### src/rtl/lsu_bus_if.sv
// Data bus between the load/store unit (master) and memory (slave).
// The request phase is req/gnt; the response phase is rvalid, returned for writes too.
interface lsu_bus_if;
    logic        bus_req;
    logic        bus_we;
    logic [31:0] bus_addr;
    logic [3:0]  bus_be;
    logic [31:0] bus_wdata;
    logic        bus_gnt;
    logic        bus_rvalid;
    logic [31:0] bus_rdata;

    modport master (
        output bus_req, bus_we, bus_addr, bus_be, bus_wdata,
        input  bus_gnt, bus_rvalid, bus_rdata
    );

    modport slave (
        input  bus_req, bus_we, bus_addr, bus_be, bus_wdata,
        output bus_gnt, bus_rvalid, bus_rdata
    );
endinterface

### src/rtl/lsu_bus.sv
// Load/store unit: turns one mem_ctrl op into a single req/gnt/rvalid bus access and
// stalls the core until it completes, is rejected as misaligned, or times out.
`ifndef MEM_NONE
`define MEM_NONE   4'd0
`endif
`ifndef MEM_LOAD1
`define MEM_LOAD1  4'd1
`endif
`ifndef MEM_LOAD2
`define MEM_LOAD2  4'd2
`endif
`ifndef MEM_LOAD4
`define MEM_LOAD4  4'd3
`endif
`ifndef MEM_LOAD1U
`define MEM_LOAD1U 4'd4
`endif
`ifndef MEM_LOAD2U
`define MEM_LOAD2U 4'd5
`endif
`ifndef MEM_STORE1
`define MEM_STORE1 4'd6
`endif
`ifndef MEM_STORE2
`define MEM_STORE2 4'd7
`endif
`ifndef MEM_STORE4
`define MEM_STORE4 4'd8
`endif

module lsu_bus #(
    parameter int unsigned TIMEOUT = 256
) (
    input  logic        clk,
    input  logic        rst_n,
    input  logic [3:0]  mem_ctrl,
    input  logic [31:0] addr,
    input  logic [31:0] wdata_i,
    output logic [31:0] rdata_o,
    output logic        stall_o,
    output logic        misalign_o,
    output logic        bus_err_o,
    lsu_bus_if.master   bus
);

    localparam int unsigned CW = (TIMEOUT > 2) ? $clog2(TIMEOUT) : 1;
    localparam logic [CW-1:0] CNT_LAST = CW'(TIMEOUT - 1);

    typedef enum logic [1:0] {
        S_IDLE,
        S_REQ,
        S_WAIT,
        S_DONE
    } state_t;

    state_t        state_q, state_d;
    logic [31:0]   addr_q, addr_d;
    logic [3:0]    be_q, be_d;
    logic          we_q, we_d;
    logic [31:0]   wdata_q, wdata_d;
    logic [1:0]    off_q, off_d;
    logic [3:0]    op_q, op_d;
    logic [CW-1:0] cnt_q, cnt_d;
    logic [31:0]   rdata_q, rdata_d;
    logic          misalign_q, misalign_d;
    logic          bus_err_q, bus_err_d;

    logic          op_valid;
    logic          is_store;
    logic          misaligned;
    logic [1:0]    size;
    logic [3:0]    be_new;
    logic [31:0]   wdata_new;
    logic          req;

    // Shift the addressed lane down to bit 0, then extend according to the latched op.
    function automatic logic [31:0] fmt_load(input logic [3:0] op, input logic [1:0] off,
                                             input logic [31:0] word);
        logic [31:0] sh;
        sh = word >> {off, 3'b000};
        case (op)
            `MEM_LOAD1:  fmt_load = {{24{sh[7]}}, sh[7:0]};
            `MEM_LOAD1U: fmt_load = {24'd0, sh[7:0]};
            `MEM_LOAD2:  fmt_load = {{16{sh[15]}}, sh[15:0]};
            `MEM_LOAD2U: fmt_load = {16'd0, sh[15:0]};
            default:     fmt_load = sh;
        endcase
    endfunction

    assign op_valid = (mem_ctrl != `MEM_NONE);

    // size: 0 = byte, 1 = halfword, 2 = word
    always_comb begin
        is_store  = 1'b0;
        size      = 2'd2;
        be_new    = 4'b1111;
        wdata_new = '0;
        case (mem_ctrl)
            `MEM_LOAD1, `MEM_LOAD1U: size = 2'd0;
            `MEM_LOAD2, `MEM_LOAD2U: size = 2'd1;
            `MEM_STORE1: begin
                size     = 2'd0;
                is_store = 1'b1;
            end
            `MEM_STORE2: begin
                size     = 2'd1;
                is_store = 1'b1;
            end
            `MEM_STORE4: is_store = 1'b1;
            default:     size = 2'd2;
        endcase
        misaligned = ((size == 2'd1) && addr[0]) || ((size == 2'd2) && (addr[1:0] != 2'b00));
        if (is_store) begin
            case (size)
                2'd0: begin
                    be_new    = 4'b0001 << addr[1:0];
                    wdata_new = {4{wdata_i[7:0]}};
                end
                2'd1: begin
                    be_new    = addr[1] ? 4'b1100 : 4'b0011;
                    wdata_new = {2{wdata_i[15:0]}};
                end
                default: wdata_new = wdata_i;
            endcase
        end
    end

    always_comb begin
        state_d    = state_q;
        addr_d     = addr_q;
        be_d       = be_q;
        we_d       = we_q;
        wdata_d    = wdata_q;
        off_d      = off_q;
        op_d       = op_q;
        cnt_d      = '0;
        rdata_d    = rdata_q;
        misalign_d = 1'b0;
        bus_err_d  = 1'b0;
        stall_o    = 1'b0;
        req        = 1'b0;
        case (state_q)
            S_IDLE: begin
                stall_o = op_valid;
                if (op_valid) begin
                    if (misaligned) begin
                        state_d    = S_DONE;
                        misalign_d = 1'b1;
                        rdata_d    = '0;
                    end else begin
                        state_d = S_REQ;
                        addr_d  = {addr[31:2], 2'b00};
                        be_d    = be_new;
                        we_d    = is_store;
                        wdata_d = wdata_new;
                        off_d   = addr[1:0];
                        op_d    = mem_ctrl;
                    end
                end
            end
            S_REQ: begin
                stall_o = 1'b1;
                req     = 1'b1;
                if (bus.bus_gnt) begin
                    if (bus.bus_rvalid) begin
                        state_d = S_DONE;
                        rdata_d = fmt_load(op_q, off_q, bus.bus_rdata);
                    end else begin
                        state_d = S_WAIT;
                    end
                end
            end
            S_WAIT: begin
                stall_o = 1'b1;
                cnt_d   = cnt_q + CW'(1);
                // A response arriving in the last allowed cycle wins over the timeout.
                if (bus.bus_rvalid) begin
                    state_d = S_DONE;
                    rdata_d = fmt_load(op_q, off_q, bus.bus_rdata);
                end else if ((TIMEOUT != 0) && (cnt_q == CNT_LAST)) begin
                    state_d   = S_DONE;
                    bus_err_d = 1'b1;
                    rdata_d   = '0;
                end
            end
            S_DONE: state_d = S_IDLE;
            default: state_d = S_IDLE;
        endcase
    end

    always_ff @(posedge clk or negedge rst_n) begin
        if (!rst_n) begin
            state_q    <= S_IDLE;
            addr_q     <= '0;
            be_q       <= '0;
            we_q       <= 1'b0;
            wdata_q    <= '0;
            off_q      <= '0;
            op_q       <= '0;
            cnt_q      <= '0;
            rdata_q    <= '0;
            misalign_q <= 1'b0;
            bus_err_q  <= 1'b0;
        end else begin
            state_q    <= state_d;
            addr_q     <= addr_d;
            be_q       <= be_d;
            we_q       <= we_d;
            wdata_q    <= wdata_d;
            off_q      <= off_d;
            op_q       <= op_d;
            cnt_q      <= cnt_d;
            rdata_q    <= rdata_d;
            misalign_q <= misalign_d;
            bus_err_q  <= bus_err_d;
        end
    end

    assign bus.bus_req   = req;
    assign bus.bus_we    = we_q;
    assign bus.bus_addr  = addr_q;
    assign bus.bus_be    = be_q;
    assign bus.bus_wdata = wdata_q;
    assign rdata_o       = rdata_q;
    assign misalign_o    = misalign_q;
    assign bus_err_o     = bus_err_q;

endmodule
### src/flat_wrapper.sv
// flat-port wrapper written by rule: the top's interface ports become plain ports
module lsu_bus_flat 
#(
    parameter int unsigned TIMEOUT = 256
)
  (clk, rst_n, mem_ctrl, addr, wdata_i, rdata_o, stall_o, misalign_o, bus_err_o, bus_bus_req, bus_bus_we, bus_bus_addr, bus_bus_be, bus_bus_wdata, bus_bus_gnt, bus_bus_rvalid, bus_bus_rdata);
  lsu_bus_if bus_i ();
  input  logic clk;
  input  logic rst_n;
  input  logic [3:0] mem_ctrl;
  input  logic [31:0] addr;
  input  logic [31:0] wdata_i;
  output logic [31:0] rdata_o;
  output logic stall_o;
  output logic misalign_o;
  output logic bus_err_o;
  output wire logic [$bits(bus_i.bus_req)-1:0] bus_bus_req;
  output wire logic [$bits(bus_i.bus_we)-1:0] bus_bus_we;
  output wire logic [$bits(bus_i.bus_addr)-1:0] bus_bus_addr;
  output wire logic [$bits(bus_i.bus_be)-1:0] bus_bus_be;
  output wire logic [$bits(bus_i.bus_wdata)-1:0] bus_bus_wdata;
  input wire logic [$bits(bus_i.bus_gnt)-1:0] bus_bus_gnt;
  input wire logic [$bits(bus_i.bus_rvalid)-1:0] bus_bus_rvalid;
  input wire logic [$bits(bus_i.bus_rdata)-1:0] bus_bus_rdata;
  assign bus_bus_req = bus_i.bus_req;
  assign bus_bus_we = bus_i.bus_we;
  assign bus_bus_addr = bus_i.bus_addr;
  assign bus_bus_be = bus_i.bus_be;
  assign bus_bus_wdata = bus_i.bus_wdata;
  assign bus_i.bus_gnt = bus_bus_gnt;
  assign bus_i.bus_rvalid = bus_bus_rvalid;
  assign bus_i.bus_rdata = bus_bus_rdata;
  lsu_bus #(.TIMEOUT(TIMEOUT)) u_core (.clk(clk), .rst_n(rst_n), .mem_ctrl(mem_ctrl), .addr(addr), .wdata_i(wdata_i), .rdata_o(rdata_o), .stall_o(stall_o), .misalign_o(misalign_o), .bus_err_o(bus_err_o), .bus(bus_i));
endmodule
### config.mk
export PLATFORM = sky130hd
export DESIGN_NAME = lsu_bus_flat
export DESIGN_NICKNAME = d
export VERILOG_FILES = /design/src/rtl/lsu_bus_if.sv /design/src/rtl/lsu_bus.sv /design/src/flat_wrapper.sv
export SDC_FILE = /design/constraint.sdc
export NUM_CORES = 1
export LEC_CHECK = 0
export CORE_MARGIN = 10
export CORE_UTILIZATION = 49
export DETAILED_ROUTE_END_ITERATION = 8
export HOLD_SLACK_MARGIN = 0.06
export PLACE_DENSITY_LB_ADDON = 0.2
export SETUP_SLACK_MARGIN = 0.4
export SLEW_MARGIN = 30
export SYNTH_ARGS = -nofsm -noshare
export SYNTH_HDL_FRONTEND = slang
export SYNTH_SLANG_ARGS = --single-unit
### constraint.sdc
create_clock -name clk -period 5.97 [get_ports clk]
set_input_delay 0.8955 -clock clk [delete_from_list [all_inputs] [get_ports clk]]
set_output_delay 0.8955 -clock clk [all_outputs]
set_load 0.05 [all_outputs]
# Word-level counts from Yosys, hierarchy flattened
# Index checks and enable logic that the tools add are counted.
# word_totals
register_bits	117
inputBits	104
wordCells	83
# classes
add_sub_neg	1
eq_ne	22
shifts	2
muxes	31
bitwise_logic	1
reduce_logical	15
# ops
cell	count
2-to-1 mux 32 bit	7
case mux 32 bit (4 select lines)	1
case mux 32 bit (3 select lines)	1
case mux 32 bit (2 select lines)	1
>> shifter 32 x 5 -> 32 bit	1
equality test 4 x 3 -> 1 bit (second input constant)	6
2-to-1 mux 2 bit	5
2-to-1 mux 1 bit	9
OR reduction 3 bit	3
adder 8 x 1 -> 8 bit (second input constant)	1
equality test 4 x 1 -> 1 bit (second input constant)	2
equality test 4 x 2 -> 1 bit (second input constant)	2
equality test 8 bit (second input constant)	1
2-to-1 mux 4 bit	2
2-to-1 mux 8 bit	1
case mux 2 bit (4 select lines)	1
case mux 4 bit (2 select lines)	1
equality test 2 bit (second input constant)	3
AND reduction 3 bit	2
AND reduction 6 bit	1
equality test 2 x 1 -> 1 bit (second input constant)	2
equality test 4 bit (second input constant)	1
zero test 2 bit	2
inequality test 2 x 1 -> 1 bit (second input constant)	2
12 further kinds	14

# Longest topological paths before layout
# Gate-level depths: netlist of the first run.
# depth
word_depth	9
ltp_mapped	10
depth_no_buf	7

# Worst setup path after synthesis of the first run
# No wires, ideal clock.
# synth_timing
path_kind	input to output
startpoint	in mem_ctrl[2]
endpoint	out stall_o
arrival_ns	1.942
required_time_ns	5.075
slack_ns	3.133
stages	4
cell_sequence	buf_2 > o41a_1 > nor2_1 > nor2_1
# synth_between
elab_chain_cells	2
# synth_rtl
item	line	source
start: declaration	flat_wrapper.sv:10	input logic [3:0] mem_ctrl;
nonzero test 4 bit (no source line)	--	
case mux 1 bit (2 select lines)	lsu_bus.sv:142	case (state_q)
end: declaration	flat_wrapper.sv:14	output logic stall_o;
# No other way between the ends.

# Worst setup path in the final report of the first run
# Ends and elaborated chain as after synthesis.

==> results.md, run 1 <==
- Power Density: 585 nW/um^2
- Routed WL: 18.7 mm
- Synth top area share: 48.7%
- Distinct cells, synth: 59
- Vias in the first global route: approximately 5500
- Final WS setup: 2170 ps
- Final Max Slew Viols: 0
- DR DRC count: 0
- GP Congestion: 0.903
- CTS Root Cell: clkbuf_16
- I/O pins: 209
- Setup TNS: 0 ps
- Final #Nets: roughly 900
- Setup WS pre-CTS: approximately 1700 ps
- MaxCap Viol Count: 0
- Post-synth ARST share: 100%
- DP Cell Count: a little over 900
- RSZ-0062 raised after global routing: no
- TritonRoute pass-1 iters: 6
- Syn. warnings: 0
- Crit path time final: roughly 3800 ps
- CTS Buf Count: 17
- Post-CTS Resized: 0
- Vias: ~5200
- Switching portion of total power: a little under half
- Clock skew: 6.16 ps
- Diode count: 0
- First DRT Iteration DRCs: 269
- Startpoint types: primary input
- Final Hold Viols: 0
- Pint: 2.72 mW
- Slew HR: 42.8%
- Outcome: completed
- Final worst-path cycle share: a little under two thirds
- Vias/cell: 5.51
- Critical Path RT: between 5000 and 6000 ps
- Clock Latency Late Sink: 410 ps
- Area Overhead vs Synth: 44.0%
- Gr usage total: 22.0%
- Reg power frac: 25.5%
- Combinational power share: between 50% and 60%
- Yosys top cell by area: dfrtp_1
- Filler Cell Count: 888
- R2r worst-path depth: 7
- Hold-critical path depth: 1
- First-pass GRT wire length: 29.3 mm
- Port bufs: 206
- Die width: about 130 microns
- Row Count: 40
- Core region area: 12000 sq um
- Mapped Cells: about 600
- CTS tree: done
- Postcts setup bufs: 0
- CP Capture Type: output port
- EDFF count, synth: 0
- Max H-tree Level: 4
- CTS Hold Bufs: 0
- Largest net degree at the start of global routing: 71
- Clock-pin slew on the worst setup and hold paths: about 50 ps
- Net Sw Power: ~2.3 mW
- Post-Layout Cell Count: 946
- Die area: 17100 sq um
- Util after Layout: 72.0%
- Max clock buf depth: 2
- GRT overflow: 0
- Main synth FF type: dfrtp_1
- Post-Synthesis Cell Area: 6010 sq um
- DP Area: 8050 sq um
- Max IR drop VDD: 340 uV
- DP Wirelength: approximately 14 mm
- Max frequency: 263 MHz
- Static Leak: between 3 and 4 nW
- Final instance area: 8650 sq um
- Antenna viol nets, final: 0
- WP data arrival: 2910 ps
- Clk pwr share: 19.0%
- Setup violators final: 0
- Starting Density: 50.0%
- Initial antenna violation count: 0
- Hold Path Class: flop to flop
- Crit path max fanout: 12
- Share of layout cells above drive strength 1: 10.5%
- Slew @ Worst Pin: 852 ps
- Syn_area_per_cell: 10.1 sq um
- Top cells by area, synth: dfrtp_1 49%, nand2_1 9.5%, mux2_4 7.5%, mux2i_1 5.2%, nor2_1 1.9%
- Die Ht: 131 microns
- Register bit total from synthesis: ~120
- Post-synthesis sequential area ratio: 48.7%
- Routed length per placed instance: just under 20 microns
- CP Class: primary input to output port
- Clock sink total: around 120
-- power groups by stage --
stage               Sequential, mW  Clock, mW  Combinational [mW]
floorplan                     2.11          0                1.16
global placement              1.28          0                2.76
detailed placement            1.29          0                2.80
CTS                           1.29      0.972                2.82
global route                  1.33       1.01                2.99
finish                        1.29      0.959                2.81
-- path summary, 6_finish.rpt --
path	from	endpoint	slack, ps
min	u_core.cnt_q[0]$_DFF_PN0_	u_core.cnt_q[0]$_DFF_PN0_	470
max	mem_ctrl[2]	stall_o	2170
max in group asynchronous	rst_n	u_core.off_q[1]$_DFFE_PN0P_	4340
min reg2reg	u_core.cnt_q[0]$_DFF_PN0_	u_core.cnt_q[0]$_DFF_PN0_	470
min in group asynchronous	rst_n	u_core.misalign_o$_DFF_PN0_	520
max reg2reg	u_core.state_q[0]$_DFFE_PN0P_	u_core.bus.bus_be[0]$_DFFE_PN0P_	3200
-- critical path, cell delays in order --
cell and delay, ps:
clkdlybuf4s50_1 650, o41a_1 520, nor2_1 100, nor2_1 40
clkdlybuf4s50_1 700
-- cells in the final DEF, fill, tap and decap left out, types with 3 or more instances in the layout --
cell and n:
o21ai_0 16, clkinv_2 3, a211oi_1 15, ha_1 6
clkdlybuf4s50_1 205, nor2b_1 13, mux2_4 30, dfrtp_1 116
nand2_1 151, nand3_1 3, inv_1 6, nor4_1 3
o2bb2ai_1 7, mux2i_1 31, buf_4 5, clkbuf_1 4
xnor2_1 4, nor3_1 18, and2_1 7, clkbuf_16 17
a22o_1 9, a21oi_1 20, mux2_2 3, o22ai_1 8
clkbuf_8 5, nor2_1 31, o31ai_1 7, o21ai_1 9
a31oi_1 3
-- Yosys cell counts, types with 2 or more instances --
cell and instances:
o22ai_1 8, nor3_1 18, o2bb2ai_1 7, mux2_4 30
and2_1 7, inv_1 6, a21oi_1 20, and3_1 2
buf_6 5, xor2_1 2, ha_1 6, mux2i_1 31
mux2_2 3, nor4_1 3, o21ai_1 9, nand3_1 3
buf_4 3, buf_2 14, or3b_1 2, nor2_1 31
nor2b_1 13, xnor2_1 4, o21ai_0 16, a211oi_1 15
clkbuf_1 17, dfrtp_1 117, a31oi_1 3, o21a_1 2
a22o_1 9, nand2_1 152, a21o_1 3, nor3b_1 2
a21boi_0 2, o31ai_1 7
-- area by class of cell --
cell class / count / area [sq um] / share of cell area, %
clock buffer: 26 / 509 / 5.88
clock inverter: 4 / 45.0 / 0.521
inverter: 6 / 22.5 / 0.260
multi-input combinational: 434 / 2840 / 32.8
sequential: 117 / 2930 / 33.8
tap: 147 / 184 / 2.13
timing repair buffer: 212 / 2120 / 24.6
-- logic make-up after synthesis --
group | share of synthesized area [%]
XOR/XNOR | 0.874
AO/OA/AOI/OAI | 13.7
flip-flops | 48.7
buffers and inverters | 4.29
adder cells (fa/ha/maj) | 1.25
other | 0.0624
multiplexers | 13.6
AND/OR/NAND/NOR | 17.6
-- through the flow --
stage | hold WS (ps) | power, mW
floorplan | 445 | 3.26
global placement | 457 | 4.04
detailed placement | 463 | 4.09
CTS | 473 | 5.08
global route | 504 | 5.33
finish | 471 | 5.06
-- state kept, by name, summed over array words and instances, names as in the netlist --
name	count
u_core.bus.bus_addr	30
u_core.bus.bus_be	4
u_core.bus.bus_wdata	32
u_core.bus.bus_we	1
u_core.bus_err_o	1
u_core.cnt_q	8
u_core.misalign_o	1
u_core.off_q	2
u_core.op_q	4
u_core.rdata_o	32
u_core.state_q	2
-- metal layers --
| metal | track usage, % | part of all wire (%) | wire (microns) | vias up |
|---|---|---|---|---|
| met5 | 0 | 0 | 0 | - |
| met3 | 11.5 | 12 | 2230 | 37 |
| li1 | - | - | - | 2444 |
| met4 | 7.98 | 2.4 | 454 | 0 |
| met2 | 34.9 | 46 | 8630 | 208 |
| met1 | 24.9 | 40 | 7390 | 2521 |
Note: power is estimated with default switching activity, not from simulation.
==> inputs of run 2 (changes only) <==
Settings changed: CORE_UTILIZATION 49 to 46.
Clock period 5.97 ns to 3.91 ns, I/O delays scaled along.
==> results.md, run 2 (synthesized netlist as in run 1, its figures left out) <==
- Outcome: completed
- Clock Latency Late Sink: 410 ps
- Final instance area: 8730 sq um
- Core region area: approximately 13000 sq um
- Critical Path RT: 3320 ps
- Clock sink total: 117
- Power Density: 896 nW/um^2
- CTS tree: done
- Worst path bufs/invs: 2
- Diode count: 0
- Setup WS pre-CTS: 676 ps
- MaxCap Viol Count: 0
- Die width: 134 microns
- Static Leak: 3.94 nW
- I/O pins: 209
- CTS Buf Count: 17
- Final worst-path cycle share: 81.0%
- Slew HR: 49.3%
- TritonRoute pass-1 iters: 4
- DP Area: 8130 sq um
- Vias/cell: 5.30
- Post-CTS Resized: 0
- CTS Hold Bufs: 0
- Port bufs: around 210
- Slowest stage cell on the critical path: clkdlybuf4s50_1
- Max IR drop VDD: 503 uV
- First-pass GRT wire length: 29.9 mm
- Top delay family on crit path: buffers and inverters
- Postcts setup bufs: 0
- Final WS setup: 742 ps
- Max frequency: 316 MHz
- Hold Path Class: primary input to async pin
- Vias: between 5000 and 6000
- CP Capture Type: output port
- Starting Density: 47.2%
- Initial antenna violation count: 0
- Final Hold Viols: 0
- Startpoint types: primary input
- CP max stage delay: 700 ps
- Share of layout cells above drive strength 1: 11.3%
- Largest net degree at the start of global routing: 60
- Setup violators final: 0
- Gr usage total: 20.5%
- RSZ-0062 raised after global routing: no
- First DRT Iteration DRCs: 302
- Vias in the first global route: 5538
- Clock skew: 5.84 ps
- Final #Nets: 902
- Area Overhead vs Synth: 45.3%
- Commonest non-fill, non-tap cell in the layout: clkdlybuf4s50_1
- Die area: between 15000 and 20000 sq um
- Max H-tree Level: 4
- Crit path time final: 3170 ps
- Crit path max fanout: 12
- DP Wirelength: around 14 mm
- Antenna viol nets, final: 0
- Hold_ws: 255 ps
- Final Max Slew Viols: 0
- CTS Root Cell: clkbuf_16
- Slew @ Worst Pin: ~760 ps
- Row Count: 41
- CP Class: primary input to output port
- GP Congestion: 0.857
- CP Cell Sequence: clkdlybuf4s50_1, o41a_1, nor2_1, nor2_1, clkdlybuf4s50_1
- Clock-pin slew on the worst setup and hold paths: 50 ps
- Max clock buf depth: 2
- Routed WL: 18.4 mm
- GRT overflow: 0
- WP data arrival: 2580 ps
- Die Ht: 134 microns
- Util after Layout: 68.7%
- Routed length per placed instance: around 19 microns
- Commonest non-fill, non-tap cells in the layout: 205 x clkdlybuf4s50_1, 151 x nand2_1, 117 x dfrtp_1
- Setup TNS: 0 ps
- DR DRC count: 0
## run 2: cell types whose count changed in the layout (fill, tap and decap cells not counted)
| cell | change |
|---|---|
| nor3_2 | +1 |
| dfrtp_1 | +1 |
| buf_4 | +6 |
| clkbuf_8 | -2 |
| buf_12 | -1 |
| bufinv_16 | +2 |
| clkinvlp_4 | +1 |
| buf_8 | -1 |
| clkbuf_1 | -2 |
| dfrtp_2 | -1 |
| clkinv_2 | +3 |
| nor3_4 | -1 |
## run 2: cell type report
type                       instances  area, sq um
tap                              172          215
clock buffer                      22          474
timing repair buffer             216         2130
fill                             984         3990
sequential                       117         2930
multi-input combinational        434         2830
clock inverter                    10          128
inverter                           6         22.5
## run 2: worst paths after layout
check                                                       to                                start  depth (start not counted)  slack (ps)
max                                                    stall_o                          mem_ctrl[2]                          5         740
min                                  u_core.cnt_q[5]$_DFF_PN0_                                rst_n                          1         260
max in group asynchronous     u_core.bus.bus_be[0]$_DFFE_PN0P_                                rst_n                          2        2710
min in group clk           u_core.bus.bus_addr[20]$_DFFE_PN0P_  u_core.bus.bus_addr[20]$_DFFE_PN0P_                          2         470
max reg2reg                      u_core.rdata_o[5]$_DFFE_PN0P_        u_core.state_q[1]$_DFFE_PN0P_                          8        1320
min reg2reg                u_core.bus.bus_addr[20]$_DFFE_PN0P_  u_core.bus.bus_addr[20]$_DFFE_PN0P_                          2         470
## run 2: report_power, final
group / internal (mW) / switching (mW)
Combinational: 1.57 / 2.75
Sequential: 1.65 / 0.276
Clock: 1.05 / 0.534
Total: 4.27 / 3.56
## run 2: per-layer routing
layer	GRT usage (%)	vias up	share of wire, %
met3	10.2	22	11
met4	6.05	0	1.1
met5	0	-	0
li1	-	2449	-
met1	23.5	2522	41
met2	33.0	187	47
## run 2: per-stage QoR
stage,total power [mW],cells
final,7.83,977
after floorplan,4.98,598
after global placement,6.20,945
after global routing,8.25,977
after CTS,7.88,977
after detailed placement,6.27,945
